$ cat config.mk
export PLATFORM = sky130hd
export DESIGN_NAME = wb_port_arbiter
export DESIGN_NICKNAME = d
export VERILOG_FILES = /design/src/rtl/wb_pkg.sv /design/src/rtl/wb_fifo.sv /design/src/rtl/wb_port_arbiter.sv
export SDC_FILE = /design/constraint.sdc
export NUM_CORES = 1
export LEC_CHECK = 0
export ABC_AREA = 0
export BUFFER_PORTS_ARGS = -buffer_cell sky130_fd_sc_hd__buf_2
export CAP_MARGIN = 20
export CORE_MARGIN = 4
export CORE_UTILIZATION = 45
export CTS_CLUSTER_DIAMETER = 60
export CTS_CLUSTER_SIZE = 30
export DETAILED_ROUTE_END_ITERATION = 7
export GPL_TIMING_DRIVEN = 0
export PLACE_DENSITY_LB_ADDON = 0.2
export SYNTH_ARGS = -nofsm -noshare
export SYNTH_HDL_FRONTEND = slang
export SYNTH_HIERARCHICAL = 1
export SYNTH_SLANG_ARGS = --single-unit
$ cat constraint.sdc
create_clock -name clk -period 2.6 [get_ports clk]
set_input_delay 0.65 -clock clk [delete_from_list [all_inputs] [get_ports clk]]
set_output_delay 0.65 -clock clk [all_outputs]
set_load 0.02 [all_outputs]
$ cat src/rtl/wb_pkg.sv
// Shared types and constants for the register-file write-port arbiter.
package wb_pkg;

  localparam int WB_DATA_WIDTH    = 32;
  localparam int WB_ADDRESS_WIDTH = 5;

  localparam logic [WB_ADDRESS_WIDTH-1:0] REG_ZERO = '0;

  typedef struct packed {
    logic [WB_ADDRESS_WIDTH-1:0] rd;
    logic [WB_DATA_WIDTH-1:0]    wd;
  } wb_req_t;

  typedef struct packed {
    wb_req_t req;
    logic    kill;
  } fifo_entry_t;

endpackage

$ cat src/rtl/wb_fifo.sv
// Small FIFO for long-latency writebacks, with per-entry kill-by-destination
// and a decoded mask of live destinations.
module wb_fifo
  import wb_pkg::*;
#(
  parameter int DEPTH = 2
) (
  input  logic                             clk,
  input  logic                             rst_n,
  input  logic                             push,
  input  fifo_entry_t                      push_entry,
  input  logic                             pop,
  input  logic                             match_en,
  input  logic [WB_ADDRESS_WIDTH-1:0]      match_rd,
  output fifo_entry_t                      head,
  output logic                             empty,
  output logic                             full,
  output logic [$clog2(DEPTH):0]           count,
  output logic [2**WB_ADDRESS_WIDTH-1:0]   live_mask
);

  localparam int PW = $clog2(DEPTH);

  fifo_entry_t   mem [DEPTH];
  logic [PW:0]   wr_ptr;
  logic [PW:0]   rd_ptr;

  assign count = wr_ptr - rd_ptr;
  assign empty = (wr_ptr == rd_ptr);
  assign full  = (count == (PW+1)'(DEPTH));
  assign head  = mem[rd_ptr[PW-1:0]];

  always_ff @(posedge clk or negedge rst_n) begin
    if (!rst_n) begin
      wr_ptr <= '0;
      rd_ptr <= '0;
      for (int i = 0; i < DEPTH; i++) mem[i] <= '0;
    end else begin
      // A younger pipeline write to the same register makes the buffered value stale.
      for (int i = 0; i < DEPTH; i++) begin
        if (match_en && mem[i].req.rd == match_rd) mem[i].kill <= 1'b1;
      end
      if (push) begin
        mem[wr_ptr[PW-1:0]] <= push_entry;
        wr_ptr              <= wr_ptr + 1'b1;
      end
      if (pop) rd_ptr <= rd_ptr + 1'b1;
    end
  end

  always_comb begin
    logic [PW-1:0] off;
    live_mask = '0;
    off       = '0;
    for (int i = 0; i < DEPTH; i++) begin
      off = PW'(i) - rd_ptr[PW-1:0];
      if (({1'b0, off} < count) && !mem[i].kill) live_mask[mem[i].req.rd] = 1'b1;
    end
    live_mask[0] = 1'b0;
  end

endmodule

$ cat src/rtl/wb_port_arbiter.sv
// Sole driver of the register-file write port: merges in-order pipeline
// writeback with buffered long-latency results, pipeline first.
module wb_port_arbiter
  import wb_pkg::*;
#(
  parameter int DATA_WIDTH    = WB_DATA_WIDTH,
  parameter int ADDRESS_WIDTH = WB_ADDRESS_WIDTH,
  parameter int FIFO_DEPTH    = 2
) (
  input  logic                            clk,
  input  logic                            rst_n,
  input  logic                            pipe_we,
  input  logic [ADDRESS_WIDTH-1:0]        pipe_rd,
  input  logic [DATA_WIDTH-1:0]           pipe_wd,
  input  logic                            lsu_valid,
  output logic                            lsu_ready,
  input  logic [ADDRESS_WIDTH-1:0]        lsu_rd,
  input  logic [DATA_WIDTH-1:0]           lsu_wd,
  output logic [ADDRESS_WIDTH-1:0]        AD3,
  output logic                            WE3,
  output logic [DATA_WIDTH-1:0]           WD3,
  output logic [2**ADDRESS_WIDTH-1:0]     pending_mask,
  output logic [$clog2(FIFO_DEPTH):0]     fifo_count
);

  fifo_entry_t head;
  fifo_entry_t push_entry;
  logic        empty;
  logic        full;
  logic        handshake;
  logic        pipe_hit;
  logic        pop;
  logic        bypass;
  logic        push;

  assign lsu_ready = !full;
  assign handshake = lsu_valid && lsu_ready;
  assign pipe_hit  = pipe_we && (pipe_rd != REG_ZERO);
  assign pop       = !pipe_hit && !empty;
  assign bypass    = !pipe_hit && empty && handshake && (lsu_rd != REG_ZERO);
  assign push      = handshake && !bypass;

  // x0 destinations and same-cycle pipeline collisions enter the buffer already dead.
  assign push_entry.req.rd = lsu_rd;
  assign push_entry.req.wd = lsu_wd;
  assign push_entry.kill   = (lsu_rd == REG_ZERO) || (pipe_we && pipe_rd == lsu_rd);

  wb_fifo #(
    .DEPTH (FIFO_DEPTH)
  ) u_fifo (
    .clk        (clk),
    .rst_n      (rst_n),
    .push       (push),
    .push_entry (push_entry),
    .pop        (pop),
    .match_en   (pipe_hit),
    .match_rd   (pipe_rd),
    .head       (head),
    .empty      (empty),
    .full       (full),
    .count      (fifo_count),
    .live_mask  (pending_mask)
  );

  always_ff @(posedge clk or negedge rst_n) begin
    if (!rst_n) begin
      WE3 <= 1'b0;
      AD3 <= '0;
      WD3 <= '0;
    end else if (pipe_hit) begin
      WE3 <= 1'b1;
      AD3 <= pipe_rd;
      WD3 <= pipe_wd;
    end else if (pop) begin
      WE3 <= !head.kill;
      if (!head.kill) begin
        AD3 <= head.req.rd;
        WD3 <= head.req.wd;
      end
    end else if (bypass) begin
      WE3 <= 1'b1;
      AD3 <= lsu_rd;
      WD3 <= lsu_wd;
    end else begin
      WE3 <= 1'b0;
    end
  end

endmodule

======== Word-level counts from Yosys, hierarchy flattened ========
Cells that the tools add are included.
word-level totals
  output and inout bits ................... 73
  bits in registers ....................... 118
cells by class
  reduce and logical (&&, ||, !) cells .... 28
  bitwise operators ....................... 3
  multiplexer cells ....................... 26
  $add $sub $neg .......................... 5
  order comparisons ....................... 9
  equal/unequal tests ..................... 6
operators with widths
  cell                                                                                 count
  32-bit 2-to-1 mux                                                                    6
  38-bit 2-to-1 mux                                                                    4
  76-bit bitwise mux                                                                   1
  39-bit 2-to-1 mux                                                                    1
  38-bit demux with 1-bit select                                                       1
  32-bit bitwise OR                                                                    1
  5-bit 2-to-1 mux                                                                     4
  5-bit equality test                                                                  3
  1-bit logical AND                                                                    15
  5-bit by 6-bit < comparator with 1-bit output, second input constant                 2
  1-bit demux with 5-bit select                                                        2
  5-bit by 1-bit greater-or-equal comparator with 1-bit output, second input constant  2
  5-bit nonzero test                                                                   2
  1-bit zero test                                                                      7
  1-bit 2-to-1 mux                                                                     7
  5-bit zero test                                                                      1
  2-bit by 1-bit adder with 2-bit output, second input constant                        2
  2-bit greater-or-equal comparator, second input constant                             2
  1-bit by 2-bit < comparator with 1-bit output                                        2
  1-bit inverter with 2-bit output                                                     2
  3-bit != test, second input constant                                                 1
  3-bit nonzero test                                                                   1
  2-bit equality test                                                                  1
  2-bit equality test, second input constant                                           1
  5 further kinds                                                                      6

======== Logic depth before layout (Yosys ltp) ========
Gate-level depths: netlist (run 1).
  depth in word-level cells ............... 9
  depth in mapped cells ................... 11
  mapped depth without buffers ............ 10

======== Cells and area by module ========
The synthesis (run 1) kept the hierarchy.
modules (own cells, without submodules)
  module           times used  cells an instance  area each (sq um)
  wb_fifo          1           313                4107.7
  wb_port_arbiter  1           188                2464.9

======== Worst setup path before layout (run 1) ========
No wires, ideal clock.
  path kind ............................... input -> register
  start point ............................. in pipe_rd[1]
  end point ............................... reg u_fifo/mem[53] (netlist bit)
  buffers on the path ..................... 3
  setup slack ............................. -0.073 ns
  cell stages on the path ................. 8
  data required time ...................... 2.475 ns
  data arrival time ....................... 2.548 ns
  cells stage by stage .................... or4_4 -> o21ai_4 -> buf_2 -> a31oi_1 -> nor2b_1 -> buf_4 -> buf_4 -> mux2_2
on the way
  cells in the longest elaborated chain, start to end .. 8
ends and longest elaborated chain
  what                             RTL line               text
  start, declared                  wb_port_arbiter.sv:13  input logic [ADDRESS_WIDTH-1:0] pipe_rd,
  5-bit nonzero test               wb_port_arbiter.sv:38  assign pipe_hit = pipe_we && (pipe_rd != REG_ZERO);
  1-bit logical AND                wb_port_arbiter.sv:38
  1-bit zero test                  wb_port_arbiter.sv:40  assign bypass = !pipe_hit && empty && handshake && (lsu_rd != REG_ZERO);
  1-bit logical AND (3 in series)  wb_port_arbiter.sv:40
  1-bit zero test                  wb_port_arbiter.sv:41  assign push = handshake && !bypass;
  1-bit logical AND                wb_port_arbiter.sv:41
  via push                         wb_port_arbiter.sv:34  logic push;
  end signal, assigned by index    wb_fifo.sv:44          mem[wr_ptr[PW-1:0]] <= push_entry;
  end, declared                    wb_fifo.sv:24          fifo_entry_t mem [DEPTH];
The timed path passes the listed nets, and every way through them passes these cells.
A chain may end at the register's enable or synchronous reset.

======== Worst setup path after layout (run 1) ========
  start point ............................. reg u_fifo.wr_ptr[0]
  end point ............................... out pending_mask[12]
on the way
  cells in the longest elaborated chain, start to end .. 6
  elaborated cells on any way between the ends .. 8
  classes of those cells .................. add/sub (1); order compare (2); mux (2); bitwise (1); reduce/logical (2)
ends and longest elaborated chain
  what                                           RTL line               text
  start, declared                                wb_fifo.sv:25          logic [PW:0] wr_ptr;
  start signal, assigned                         wb_fifo.sv:45          wr_ptr <= wr_ptr + 1'b1;
  2-bit subtractor *                             wb_fifo.sv:28          assign count = wr_ptr - rd_ptr;
  1-bit by 2-bit < comparator with 1-bit output  wb_fifo.sv:57          if (({1'b0, off} < count) && !mem[i].kill) live_mask[mem[i].req.rd] = 1'b1;
  1-bit logical AND                              wb_fifo.sv:57
  32-bit 2-to-1 mux                              wb_fifo.sv:57
  32-bit bitwise OR (no line)                    n/a
  32-bit 2-to-1 mux *                            wb_fifo.sv:57
  end, declared                                  wb_port_arbiter.sv:22  output logic [2**ADDRESS_WIDTH-1:0] pending_mask,
Mark *: on every way between the ends. The rest lies on a longest branch, timed or not.

==> impl_metrics.tcl, run 1 <==
set metrics [dict create \
    cp-start-kind "register" \
    ff2ff_path_depth 10 \
    seqPwrFrac_pct 23.0 \
    crit_path_max_fanout 7 \
    synth_top_area_share_pct 44.9 \
    violations "setup timing" \
    antenna_found_initial 1 \
    setup_tns_ns -6.27 \
    ys_seq_area_share_pct 44.9 \
    cpMaxStageDelayCell "or3b_4" \
    viasPerCell 5.41 \
    hold_violations 0 \
    max_stage_delay_ns 0.39 \
    vdd_drop_max_uv 707 \
    ys_ff_latch 118 \
    ant_nets 0 \
    overflow 0 \
    switching_share_pct 37.1 \
    n_antenna_cell 0 \
    finalSetupViolCount 31 \
    cp_top_family "buffers and inverters" \
    start_util_pct 46.6 \
    cp_cell_sequence "inv_1 > ha_2 > inv_2 > ha_4 > o21ba_4 > or3b_4 > buf_12 > o22ai_4 > buf_6" \
    layout.nets 770 \
    cts_buffer_depth 2 \
    period_minus_slack_ns 2.96 \
    ff2ff_setup_slack_ns 0.08 \
    h-tree-depth 4 \
    ys_async_sr_fraction_pct 100 \
    post-dp-hpwl_um 11300 \
    area_delta_synth_final_pct 37.0 \
    coreArea_mm2 0.0141 \
    combPwrFrac_pct 61.3 \
    skew_ns 0.00455 \
    drc 0 \
    synth_area_leaders "dfrtp_1 (45%), mux2_2 (33%), mux2_4 (4.3%)" \
    syn_area_mm2 0.00657 \
    r2r_start "u_fifo/rd_ptr[1]" \
    cts.sinks 118 \
    min_path_type "in -> async" \
    yosysWarnings 6 \
    syn_avg_cell_area_um2 13.1 \
    p_sw_mw 5.30 \
    synth-main-ff-cell "dfrtp_1" \
    r2r-end "u_fifo/mem[55]" \
    gp_congestion 0.817 \
    slew_headroom_pct 62.4 \
    maxSlewViolCount 0 \
    clock_latency_ns 0.41 \
    worst_slew_pin_slew_ns 0.564 \
    drive_above_1_share_pct 69.7 \
    crit_required_ns 1.95 \
    dieArea_mm2 0.0166 \
    synth_common_cells "mux2_2 (191), dfrtp_1 (118), o22ai_1 (24)" \
    intPower_mw 8.99 \
    power.density_mw_per_mm2 1590 \
    netlist_instances 501 \
    grt_max_degree 62 \
    cts_root_buf "clkbuf_16" \
    rows 43 \
    timing.final.crit_share_pct 114 \
    die-height_um 129 \
    first_pass_iters 4 \
    drt-initial-drc-count 184 \
    yosysMostFrequentCell "mux2_2" \
    cts_inserted_buffers 17 \
    rsz0062_at_grt "yes" \
    cp_num_buf_inv 4 \
    syn_nets 582 \
    port_buffers 148 \
    p_clk_share_pct 15.7 \
    crit_arrival_ns 2.31 \
    yosysUniqueCellTypes 37 \
    yosysTopAreaCell "dfrtp_1" \
    cap_violations 0 \
    grt_pass1_wl_um 26100 \
    ios 151 \
    p_leak_nw 3.90 \
    total_power_mw 14.3 \
    cts_hold_buf 0 \
    cts_tree "done" \
    die_w_um 129 \
    hold_ws_ns 0.210 \
    synth_edf_count 0 \
    status "finished with violations" \
    path_clk_slew_ns 0.05 \
    grt_pass1_vias 5091 \
    endpoint_kind "output pin" \
    worstSetupPathType "reg -> out" \
    track_usage_pct 20.2 \
    drt-wirelength-per-cell_um 18.8 \
    setup_ws_ns -0.359 \
    fmax_ghz 0.338 \
    num_vias 4773 \
    drt-total-wl_um 16600 \
    post-route-util_pct 63.9 \
]
## layout by cell type (no fill, tap or decap), drive strengths merged, types with 7 or more instances in the layout
| cell type | count |
|---|---|
| buf | 187 |
| clkbuf | 44 |
| dfrtp | 118 |
| inv | 7 |
| mux2 | 213 |
| mux2i | 7 |
| nand2 | 11 |
| nand3b | 10 |
| o21ai | 8 |
| o22ai | 31 |
| xnor2 | 17 |
## through the flow
step / setup WS, ns / area (um^2) / cells
after floorplan: 0.00300 / 6590 / 501
after global placement: -0.554 / 7550 / 829
after detailed placement: -0.523 / 7590 / 830
after CTS: -0.268 / 8620 / 873
after global routing: -0.450 / 9010 / 882
final: -0.359 / 9010 / 882
## cell type report
type	instances	area [um^2]
Clock buffer	23	468
Clock inverter	9	101
Timing Repair Buffer	170	1180
Multi-Input combinational cell	337	3750
Tap cell	180	225
Sequential cell	118	2950
Buffer	38	298
Inverter	7	26.3
Fill cell	1096	5090
## power by group through the flow
stage	Combinational [mW]	Clock (mW)	Sequential, mW
after floorplan	5.25	0	3.58
after global placement	7.08	0	3.24
after detailed placement	7.25	0	3.30
after CTS	8.01	2.30	3.28
after global routing	9.37	2.39	3.41
final	8.75	2.25	3.29
## flip-flops by register name, summed over array words and instances (netlist names)
| signal | count |
|---|---|
| WE3 | 1 |
| u_fifo/mem | 76 |
| AD3 | 5 |
| u_fifo/wr_ptr | 2 |
| WD3 | 32 |
| u_fifo/rd_ptr | 2 |
## cells by family (layout without fill, tap and decap cells)
logic type	Yosys count	in the layout	synth area share, %
muxes	220	220	38.6
DFF	118	118	44.9
and+or+nand+nor	49	49	4.44
buffers and inverters	46	247	3.62
AOI/OAI and AO/OA	44	44	5.08
xor gates and xnor gates	20	20	2.67
adders and majority gates	3	3	0.571
other	1	1	0.0571
## how the worst max path moves through the flow
| stage | startpoint | end | slack, ns | cells after the start |
|---|---|---|---|---|
| 2_1_floorplan | u_fifo/wr_ptr[0] | pending_mask[12] | 0.003 | 8 |
| 3_3_place_gp | rst_n | u_fifo/mem[74] | -0.55 | 1 |
| 3_5_place_dp | pipe_rd[1] | u_fifo/mem[55] | -0.52 | 9 |
| 4_1_cts | u_fifo/wr_ptr[0] | pending_mask[12] | -0.27 | 9 |
| 5_1_grt | u_fifo/wr_ptr[0] | pending_mask[12] | -0.45 | 9 |
| 6_report | u_fifo/wr_ptr[0] | pending_mask[12] | -0.36 | 9 |
## repair_timing
action,in CTS,in global routing
setup buffers,12,8
endpoints found under the setup margin,145,136
gates cloned,0,2
resized for setup,97,62
pin swaps,17,5
## layer usage
layer	GRT usage (%)	routed length [um]	vias to the layer above
met5	0	12	-
met4	7.10	238	2
met3	5.27	983	19
met2	34.4	8440	148
met1	24.8	6930	2406
li1	-	-	2198
Power figures use the tool's default switching activity.
==> inputs of run 2 (changes only) <==
==> constraint.sdc (replaced) <==
create_clock -name clk -period 3.5 [get_ports clk]
set_input_delay 0.875 -clock clk [delete_from_list [all_inputs] [get_ports clk]]
set_output_delay 0.875 -clock clk [all_outputs]
set_load 0.02 [all_outputs]
==> impl_metrics.tcl, run 2 (synthesis gave the netlist of run 1 again) <==
set metrics [dict create \
    dp.cells 830 \
    antenna_found_initial 0 \
    grt_pass1_vias 4975 \
    cp_num_buf_inv 4 \
    dieArea_mm2 0.0166 \
    cts_buffer_depth 2 \
    drt-initial-drc-count 109 \
    coreArea_mm2 0.0141 \
    slew_headroom_pct 55.5 \
    layout_commonest_cell "mux2_2" \
    viasPerCell 5.33 \
    p_leak_nw 3.72 \
    grt_max_degree 84 \
    drc 0 \
    status "completed" \
    crit_required_ns 2.62 \
    start_util_pct 46.6 \
    max_stage_delay_ns 0.43 \
    period_minus_slack_ns 3.32 \
    cts_inserted_buffers 17 \
    cap_violations 0 \
    cp_top_family "buffers and inverters" \
    drt-wirelength-per-cell_um 18.3 \
    layout.cells.non_filler 862 \
    ant_nets 0 \
    finalSetupViolCount 0 \
    post-route-util_pct 58.3 \
    cts_root_buf "clkbuf_16" \
    layout.nets 750 \
    rows 43 \
    num_vias 4596 \
    dpl_worst_slack_ns -0.0784 \
    n_antenna_cell 0 \
    cpMaxStageDelayCell "dfrtp_1" \
    track_usage_pct 19.3 \
    crit_path_max_fanout 7 \
    maxSlewViolCount 0 \
    rsz0062_at_grt "no" \
    post-dp-hpwl_um 11500 \
    port_buffers 148 \
    setup_ws_ns 0.184 \
    ff2ff_setup_slack_ns 0.49 \
    area_delta_synth_final_pct 25.0 \
    die-height_um 129 \
    clock_latency_ns 0.42 \
    h-tree-depth 4 \
    min_path_type "in -> async" \
    vdd_drop_max_uv 575 \
    cts_tree "done" \
    worst_slew_pin_slew_ns 0.667 \
    drt-total-wl_um 15800 \
    fillers 1194 \
    worstSetupPathType "reg -> out" \
    max_flop_register "u_fifo/mem" \
    grt_pass1_wl_um 24900 \
    cp_cell_sequence "inv_1 > ha_1 > inv_1 > ha_1 > o21ba_4 > or3b_1 > buf_2 > o22ai_2 > buf_2" \
    first_pass_iters 4 \
    drive_above_1_share_pct 63.0 \
    timing.final.crit_share_pct 94.7 \
    crit_arrival_ns 2.44 \
    ios 151 \
    power.density_mw_per_mm2 1180 \
    overflow 0 \
    cts.sinks 118 \
    r2r_start "u_fifo/wr_ptr[0]" \
    largest_reg_flops 76 \
    final_cell_mix "mux2_2 (191), buf_2 (163), dfrtp_1 (118)" \
    endpoint_kind "output pin" \
    reg_top3 "u_fifo/mem (76), WD3 (32), AD3 (5)" \
    path_clk_slew_ns 0.05 \
    critPathLaunch "u_fifo/wr_ptr[0]" \
    die_w_um 129 \
    cts_hold_buf 0 \
    cp-start-kind "register" \
    hold_violations 0 \
    fmax_ghz 0.302 \
    postCtsSetupBuffers 0 \
    setup_tns_ns 0 \
    skew_ns 0.00508 \
    gp_congestion 0.786 \
    cts_resized 0 \
]
==> run 2: cell types whose count changed in the layout (fill, tap and decap cells not counted), sizes merged <==
cell,previous run,this run
clkinv,6,5
buf,187,173
clkbuf,44,38
clkinvlp,1,0
bufinv,2,4
==> run 2: path summary, 6_finish.rpt <==
path                               endpoint  cells past startpoint
setup / recovery           pending_mask[28]                      9
hold / removal                      WD3[17]                      1
setup reg to reg             u_fifo/mem[58]                     10
hold reg to reg                      WD3[3]                      1
max in group asynchronous    u_fifo/mem[42]                      2
min in group clk                     WD3[3]                      1
==> run 2: stage by stage <==
stage | hold WS (ns) | power [mW] | area, um^2
6_report | 0.352 | 9.67 | 8220
5_1_grt | 0.364 | 10.3 | 8220
4_1_cts | 0.347 | 9.79 | 8220
3_5_place_dp | 0.474 | 7.84 | 7570
3_3_place_gp | 0.471 | 7.64 | 7540
2_1_floorplan | 0.465 | 6.54 | 6570
==> run 2: final cells by class <==
class,count,area (um^2),share of cell area (%)
Buffer,39,211,2.57
Clock inverter,9,145,1.77
Multi-Input combinational cell,337,3380,41.2
Tap cell,180,225,2.74
Clock buffer,23,498,6.06
Sequential cell,118,2950,35.9
Timing Repair Buffer,149,774,9.43
Inverter,7,26.3,0.320
==> run 2: worst register-to-register path, delay by kind of cell (launching register included) <==
family | cells | cell delay (ns)
and+or+nand+nor | 2 | 0.42
buffers and inverters | 5 | 1.01
AOI/OAI and AO/OA | 1 | 0.34
adders and majority gates | 1 | 0.33
DFF | 1 | 0.43
muxes | 1 | 0.36
==> run 2: report_power, final <==
group	total (mW)	internal [mW]	switching (mW)	leakage [nW]
combinational	5.34	2.80	2.54	2.00
clock	1.89	1.28	0.608	0.323
sequential	2.44	2.10	0.342	1.39
total	9.67	6.18	3.49	3.72
==> run 2: routing by layer <==
layer	part of all wire [%]	global-route usage [%]
met5	0	0
met4	1.9	7.29
met3	6.8	6.31
met2	48	31.8
met1	43	23.7
==> inputs of run 3 (changes only) <==
--- a/config.mk
+++ b/config.mk
@@ -9,7 +9,7 @@
 export BUFFER_PORTS_ARGS = -buffer_cell sky130_fd_sc_hd__buf_2
 export CAP_MARGIN = 20
 export CORE_MARGIN = 4
-export CORE_UTILIZATION = 45
+export CORE_UTILIZATION = 55
 export CTS_CLUSTER_DIAMETER = 60
 export CTS_CLUSTER_SIZE = 30
 export DETAILED_ROUTE_END_ITERATION = 7
==> impl_metrics.tcl, run 3 (synthesis gave the netlist of run 1 again) <==
set metrics [dict create \
    status "completed" \
    dpl-instance-area_mm2 0.00753 \
    cpMaxStageDelayCell "dfrtp_1" \
    combPwrFrac_pct 56.9 \
    timing.final.crit_share_pct 95.7 \
    stdcell_area_mm2 0.00807 \
    start_util_pct 56.8 \
    largest_reg_flops 76 \
    vdd_drop_max_uv 641 \
    layout.nets 750 \
    r2r-end "u_fifo/mem[53]" \
    seqPwrFrac_pct 26.0 \
    crit_top_cell "buf_2" \
    post-dp-hpwl_um 11100 \
    ant_nets 0 \
    crit_path_max_fanout 10 \
    path_clk_slew_ns 0.05 \
    ff2ff_setup_slack_ns 0.42 \
    ff2ff_path_depth 10 \
    skew_ns 0.00573 \
    period_minus_slack_ns 3.35 \
    cp-start-kind "register" \
    power.density_mw_per_mm2 1170 \
    setup_ws_ns 0.151 \
    cts_inserted_buffers 17 \
    setup_tns_ns 0 \
    area_delta_synth_final_pct 22.8 \
    cts_buffer_depth 2 \
    crit_arrival_ns 2.47 \
    worstSetupPathType "reg -> out" \
    switching_share_pct 36.9 \
    slew_headroom_pct 56.2 \
    final_cell_mix "mux2_2 (191), buf_2 (163), dfrtp_1 (118)" \
    postCtsSetupBuffers 0 \
    p_leak_nw 3.66 \
    crit_required_ns 2.62 \
    worstSetupEndpoint "pending_mask[28]" \
    coreArea_mm2 0.0116 \
    track_usage_pct 23.3 \
    port_buffers 148 \
    rows 39 \
    dpl_worst_slack_ns -0.0484 \
    drt-initial-drc-count 237 \
    cts_root_buf "clkbuf_16" \
    r2r_start "u_fifo/wr_ptr[0]" \
    fillers 858 \
    h-tree-depth 4 \
    p_clk_share_pct 17.1 \
    grt_max_degree 63 \
    grt_pass1_vias 5178 \
    max_stage_delay_ns 0.36 \
    cap_violations 0 \
    p_sw_mw 3.48 \
    drt-total-wl_um 15500 \
    cts_resized 0 \
    layout_commonest_cell "mux2_2" \
    grt_pass1_wl_um 25800 \
    layout.cells.non_filler 824 \
    drt-wirelength-per-cell_um 18.8 \
    cp_cell_sequence "clkbuf_1 > buf_2 > inv_1 > ha_1 > o21ba_4 > or3b_1 > buf_2 > o22ai_2 > buf_2" \
    gp_congestion 0.855 \
    rsz0062_at_grt "no" \
    finalSetupViolCount 0 \
    num_vias 4632 \
    cts_hold_buf 0 \
    die-height_um 117 \
    intPower_mw 5.94 \
    ios 151 \
    reg_top3 "u_fifo/mem (76), WD3 (32), AD3 (5)" \
    worst_slew_pin_slew_ns 0.657 \
    cts_tree "done" \
    endpoint_kind "output pin" \
    cts.sinks 118 \
    first_pass_iters 4 \
    clock_latency_ns 0.41 \
    maxSlewViolCount 0 \
    critPathLaunch "u_fifo/rd_ptr[0]" \
    fmax_ghz 0.299 \
    overflow 0 \
    dieArea_mm2 0.0138 \
    drc 0 \
    hold_ws_ns 0.425 \
    dp.cells 793 \
    antenna_found_initial 1 \
    min_path_type "in -> async" \
    hold_violations 0 \
    max_flop_register "u_fifo/mem" \
    die_w_um 117 \
    drive_above_1_share_pct 62.4 \
    viasPerCell 5.62 \
    total_power_mw 9.42 \
    post-route-util_pct 69.8 \
]
==> run 3: cell types whose count changed in the layout (fill, tap and decap cells not counted) <==
cell	delta
clkinv_2	-2
clkbuf_8	-1
bufinv_16	-3
clkbuf_1	+4
diode_2	+1
==> run 3: cell type report <==
type | count | area, um^2 | area share [%]
antenna | 1 | 2.50 | 0.0310
buffer | 39 | 211 | 2.62
clock buffer | 26 | 499 | 6.18
clock inverter | 4 | 45.0 | 0.558
inverter | 7 | 26.3 | 0.325
multi-input combinational | 337 | 3380 | 41.9
sequential | 118 | 2950 | 36.6
tap | 143 | 179 | 2.22
timing repair buffer | 149 | 774 | 9.59
==> run 3: worst min path at each step <==
| stage | startpoint | to | slack (ns) | cells past startpoint |
|---|---|---|---|---|
| after floorplan | u_fifo/rd_ptr[1] | u_fifo/rd_ptr[1] | 0.47 | 1 |
| after global placement | WD3[4] | WD3[4] | 0.46 | 1 |
| after detailed placement | WD3[4] | WD3[4] | 0.48 | 1 |
| after CTS | rst_n | u_fifo/mem[35] | 0.44 | 1 |
| after global routing | rst_n | u_fifo/mem[35] | 0.47 | 1 |
| final | rst_n | u_fifo/mem[35] | 0.43 | 1 |
==> run 3: metal layers <==
metal,track usage [%],vias up,wire [um]
met3,8.28,21,1080
met4,6.96,2,201
li1,-,2168,-
met2,40.7,145,7940
met1,26.9,2296,6280
met5,0,-,13
==> run 3: worst max-delay path: cells and delay by family, from the launching register on <==
family	cells	cell delay (ns)
flip-flops	1	0.36
buffers and inverters	5	1.05
AND/OR/NAND/NOR	1	0.15
adder cells (fa/ha/maj)	1	0.19
AO/OA/AOI/OAI	2	0.32
==> run 3: power groups by stage <==
| stage | combinational, mW | sequential (mW) | clock, mW |
|---|---|---|---|
| global placement | 5.21 | 2.40 | 0 |
| global route | 5.79 | 2.54 | 1.70 |
| finish | 5.36 | 2.45 | 1.61 |
| CTS | 5.39 | 2.46 | 1.64 |
| detailed placement | 5.37 | 2.47 | 0 |
| floorplan | 3.89 | 2.66 | 0 |
